**config.mk**
```make
export PLATFORM = sky130hd
export DESIGN_NAME = mpa_seq
export DESIGN_NICKNAME = d
export VERILOG_FILES = /design/src/rtl/mpa_pkg.sv /design/src/rtl/RCA.sv /design/src/rtl/mpa_seq.sv
export SDC_FILE = /design/constraint.sdc
export NUM_CORES = 1
export LEC_CHECK = 0
export CORE_ASPECT_RATIO = 1.25
export CORE_UTILIZATION = 50
export CTS_BUF_LIST = sky130_fd_sc_hd__clkbuf_8
export CTS_CLUSTER_DIAMETER = 100
export DETAILED_ROUTE_END_ITERATION = 8
export PLACE_DENSITY = 0.9
export SYNTH_ARGS = -nofsm -noshare
export SYNTH_HDL_FRONTEND = slang
export SYNTH_SLANG_ARGS = --single-unit
```
**constraint.sdc**
```tcl
create_clock -name clk -period 37.9 [get_ports clk]
set_input_delay 3.79 -clock clk [delete_from_list [all_inputs] [get_ports clk]]
set_output_delay 3.79 -clock clk [all_outputs]
set_load 0.01 [all_outputs]
```
**src/rtl/mpa_pkg.sv**
```systemverilog
// Shared types and constants for the multi-precision add/subtract sequencer.
package mpa_pkg;

  typedef enum logic {
    IDLE = 1'b0,
    RUN  = 1'b1
  } state_t;

  localparam logic ADD = 1'b0;
  localparam logic SUB = 1'b1;

endpackage

```
**src/rtl/RCA.sv**
```systemverilog
// WIDTH-bit ripple-carry adder: S = A + B + Ci, Co = carry out of the MSB.
module RCA #(
  parameter int WIDTH = 32
) (
  input  logic [WIDTH-1:0] A,
  input  logic [WIDTH-1:0] B,
  input  logic             Ci,
  output logic [WIDTH-1:0] S,
  output logic             Co
);

  logic [WIDTH:0] c;

  // Bit-serial carry propagation, one full adder per bit.
  always_comb begin
    c    = '0;
    S    = '0;
    c[0] = Ci;
    for (int i = 0; i < WIDTH; i++) begin
      S[i]   = A[i] ^ B[i] ^ c[i];
      c[i+1] = (A[i] & B[i]) | (c[i] & (A[i] ^ B[i]));
    end
  end

  assign Co = c[WIDTH];

endmodule

```
**src/rtl/mpa_seq.sv**
```systemverilog
// Multi-precision add/subtract sequencer: one WIDTH-bit adder walks an
// operation of (cmd_len+1) words, LS word first, carrying between words.
module mpa_seq
  import mpa_pkg::*;
#(
  parameter int WIDTH = 32,
  parameter int CNT_W = 8
) (
  input  logic             clk,
  input  logic             rst_n,
  input  logic             cmd_vld,
  output logic             cmd_rdy,
  input  logic [CNT_W-1:0] cmd_len,
  input  logic             cmd_sub,
  input  logic             cmd_ci,
  input  logic             in_vld,
  output logic             in_rdy,
  input  logic [WIDTH-1:0] in_A,
  input  logic [WIDTH-1:0] in_B,
  output logic             out_vld,
  input  logic             out_rdy,
  output logic [WIDTH-1:0] out_S,
  output logic             out_lst,
  output logic             out_Co,
  output logic             out_Ov,
  output logic             busy
);

  state_t           state;
  logic [CNT_W-1:0] cnt;
  logic [CNT_W-1:0] len;
  logic             sub;
  logic             c;

  logic [WIDTH-1:0] b_eff;
  logic [WIDTH-1:0] sum;
  logic             co;
  logic             cmd_xfer;
  logic             in_xfer;
  logic             out_xfer;
  logic             last_word;

  // Subtraction is A + ~B + C; the caller supplies C=1 for a plain A-B.
  assign b_eff = in_B ^ {WIDTH{sub}};

  RCA #(.WIDTH(WIDTH)) u_rca (
    .A  (in_A),
    .B  (b_eff),
    .Ci (c),
    .S  (sum),
    .Co (co)
  );

  assign cmd_rdy   = (state == IDLE);
  assign busy      = (state == RUN);
  // Single output register: accept a new pair whenever it is empty or draining.
  assign in_rdy    = (state == RUN) && (!out_vld || out_rdy);
  assign cmd_xfer  = cmd_vld && cmd_rdy;
  assign in_xfer   = in_vld && in_rdy;
  assign out_xfer  = out_vld && out_rdy;
  // cnt is compared before incrementing, so len = 2^CNT_W-1 ends cleanly.
  assign last_word = (cnt == len);

  // Control FSM, word counter, inter-word carry and the output register.
  always_ff @(posedge clk) begin
    if (!rst_n) begin
      state   <= IDLE;
      cnt     <= '0;
      len     <= '0;
      sub     <= ADD;
      c       <= 1'b0;
      out_vld <= 1'b0;
      out_S   <= '0;
      out_lst <= 1'b0;
      out_Co  <= 1'b0;
      out_Ov  <= 1'b0;
    end else begin
      // An in transfer below overrides this and keeps the register full.
      if (out_xfer) begin
        out_vld <= 1'b0;
      end
      case (state)
        IDLE: begin
          // A held final word in out_* is left alone; only C is reloaded.
          if (cmd_xfer) begin
            len   <= cmd_len;
            sub   <= cmd_sub;
            c     <= cmd_ci;
            cnt   <= '0;
            state <= RUN;
          end
        end
        RUN: begin
          if (in_xfer) begin
            out_S   <= sum;
            out_Co  <= co;
            c       <= co;
            // Carry into MSB xor carry out of MSB.
            out_Ov  <= in_A[WIDTH-1] ^ b_eff[WIDTH-1] ^ sum[WIDTH-1] ^ co;
            out_lst <= last_word;
            out_vld <= 1'b1;
            cnt     <= cnt + 1'b1;
            if (last_word) begin
              state <= IDLE;
            end
          end
        end
        default: state <= IDLE;
      endcase
    end
  end

endmodule

```
==> metrics <==
area grow syn2layout=40.69%; critical path start-end classification=in -> reg; maximum VDD drop=about 0.000018 V; Final Hold Vio Count=0; CP startpoint kind=input pin; largest cells by area after synthesis=dfxtp_1 (34%), fa_1 (20%), o211a_1 (9.5%), xnor2_1 (9.4%), nand2_1 (7.2%); via count=around 2700; placed instance area=4494 sq um; period utilization=45.87%; Clock Skews=approximately 0.0093 ns; synthesized cell area=3278 sq um; die height=about 93 um; drt first pass iters=4; Synth Instances=~340; GRT overflow=0; status=completed; Worst-path clk slew=roughly 0.090 ns; HPWL Detailed=between 6000 and 7000 um; vias in the first global route=about 2800; fin area=~4600 sq um; Post-DRT Antenna Nets=0; DRC Markers=0; FMAX=between 50 and 60 MHz; initial drt markers=between 50 and 60; vias per std cell=around 5.1; Static Leak=between 2 and 2.5 nW; die width=between 70 and 80 um; synthesized flop and latch total=between 50 and 60; Comb power frac=31.6%; reg2reg setup slack=approximately 24 ns; Internal=~0.00011 W; part of the power in registers=a little over two fifths; Buffers on Ports=117; # rows=32; share of cells above drive strength 1=3.829%; Initial Util=between 50% and 60%; Worst-Skew Late Latency=0.31 ns; Core Region=approximately 6200 sq um; Fillers=486; max cap viols=0; first-pass GRT wire length=approximately 13000 um; CP max stage delay=0.44 ns; initial antenna violation count=0; WP data required=about 38 ns; Root Driver=clkbuf_8; Worst EP arrival=around 18 ns; leading area contributor after synthesis=dfxtp_1; sequential fraction of the synthesis area=between 30% and 40%; Hold WC Path Type=reg -> reg; number of synthesized flops with an enable pin=0; Yosys cell types=31; Avg Inst Size Synth=approximately 9.8 sq um; TritonCTS clock tree=yes; Yosys warnings=0; critical path's most frequent cell=fa_1; final net count=~560; Placer Congestion=0.8405; GRT Overall Usage=24.27%; Worst Setup End Kind=register; hold-fix buffers at CTS=0; Synth async-reset ratio=0%; top cell type's share of synthesized area=between 30 and 40%; clk sinks=55; Diodes inserted=0; largest net degree at the start of global routing=around 70; minimum clock period=between 15 and 20 ns; final WL=7838 um; Die Footprint=~6900 sq um; final setup fails=0; Max H-tree Level=2; number of setup buffers added after CTS=0; Slew headroom=approximately 36%; Most used DFF post-synth=dfxtp_1; CP top delay family=adder cells; RSZ-0062 raised after global routing=no; CP max-delay cell=fa_1; Slew Limit Fails=0; I/O pin count=around 120; switching share of power=around 28%; Clk pwr share=26.5%; WL/cell=~15 um; worst-path fanout max=2; PD cells=around 33 nW/um^2; Resized cells post-CTS=0; Num CTS Buffers=5; CTS Buffer Depth=2; TNS Setup=0 ns; syn nets=449; switching power=~0.000043 W; Slew @ Worst Pin=0.9545 ns; Worst Path Buf+Inv=4
## state kept, by name (all words and copies together), names as in the netlist
register  count
out_vld       1
busy          1
c             1
len           8
cnt           8
out_Ov        1
sub           1
out_Co        1
out_S        32
out_lst       1
## cells in the final DEF (no fill, tap or decap), types with 2 or more instances in the layout
master / n
nor2b_1: 2
o31ai_1: 2
xnor2_1: 35
inv_1: 35
nand3_1: 7
clkdlybuf4s50_1: 116
ha_1: 2
a21boi_0: 11
nor3_1: 2
nand2_1: 63
or4_1: 2
a21boi_1: 5
a21oi_1: 4
mux2i_1: 2
xor2_1: 9
clkbuf_8: 6
o211a_1: 31
nor2_1: 3
nor4_1: 3
o21ai_0: 2
buf_4: 2
dfxtp_1: 54
fa_1: 32
## power by group through the flow
| stage | Sequential, W | Combinational, W | Clock [W] |
|---|---|---|---|
| finish | 0.0000639 | 0.0000480 | 0.0000403 |
| global route | 0.0000643 | 0.0000535 | 0.0000438 |
| CTS | 0.0000639 | 0.0000487 | 0.0000414 |
| detailed placement | 0.0000652 | 0.0000481 | 0 |
| global placement | 0.0000651 | 0.0000457 | 0 |
| floorplan | 0.0000663 | 0.0000252 | 0 |
## layer usage
layer  up-vias  share of wire, %  wire length [um]  GRT usage, %
met1      1296                38              2951         27.15
met2        82                55              4341         43.77
met5         -                 0                 0             0
met4         0               2.2               174         8.962
met3        18               4.7               371         5.223
li1       1291                 -                 -             -
## layout make-up
| class | count | area, sq um | area share [%] |
|---|---|---|---|
| clock buffers | 6 | 82.58 | 1.791 |
| inverters | 35 | 131.4 | 2.849 |
| well taps | 85 | 106.4 | 2.306 |
| flip-flops and latches | 55 | 1102 | 23.90 |
| multi-input cells | 227 | 1973 | 42.78 |
| clock inverters | 2 | 35.03 | 0.7596 |
| repair buffers | 119 | 1181 | 25.61 |
## kinds of logic (layout without fill, tap and decap cells)
| kind of cell | count (synthesis) | in the layout | share of synthesized area [%] |
|---|---|---|---|
| AOI/OAI and AO/OA | 57 | 57 | 15.31 |
| and+or+nand+nor | 90 | 90 | 11.99 |
| xor gates and xnor gates | 44 | 44 | 11.76 |
| adders and majority gates | 34 | 34 | 20.31 |
| DFF | 55 | 55 | 33.59 |
| muxes | 2 | 2 | 0.6107 |
| buffers and inverters | 54 | 162 | 6.450 |
## per-stage QoR
stage / total power, W / util, % / instances / hold WS, ns / setup slack (ns)
after detailed placement: 0.0001133 / 71.96 / 521 / 0.4459 / 20.23
after CTS: 0.0001539 / 73.84 / 529 / 0.4590 / 20.52
after floorplan: 0.00009150 / - / 336 / 0.4553 / 21.35
final: 0.0001522 / 73.84 / 529 / 0.4573 / 20.52
after global routing: 0.0001617 / 73.84 / 529 / 0.4785 / 20.14
after global placement: 0.0001108 / 71.96 / 521 / 0.4433 / 20.61
## worst reg2reg max path: cells and delay by family, from the launching register on
kind	cells	cell delay [ns]
fa+ha+maj	31	12.13
buf+inv	4	0.64
xor+xnor	3	0.53
flops	1	0.34
compound gates	1	0.16
simple gates	1	0.07
## cell usage after synthesis, types with 2 or more instances
master	number
nor2_1	4
nor4_1	3
fa_1	32
o211a_1	31
mux2i_1	2
nor3_1	2
buf_2	7
inv_1	35
nand3_1	7
xor2_1	9
o31ai_1	2
ha_1	2
clkbuf_1	12
a21boi_0	11
dfxtp_1	55
nand2_1	63
xnor2_1	35
o21ai_0	2
or4_1	2
a21oi_1	4
a21boi_1	5
nor2b_1	2
## final timing paths
check,startpoint,to,cells after the start
worst min register to register,out_Co,out_Co,2
worst max register to register,sub,out_Ov,40
worst min-delay path,out_Co,out_Co,2
worst max-delay path,in_B[0],out_Ov,41
Power figures use the tool's default switching activity.
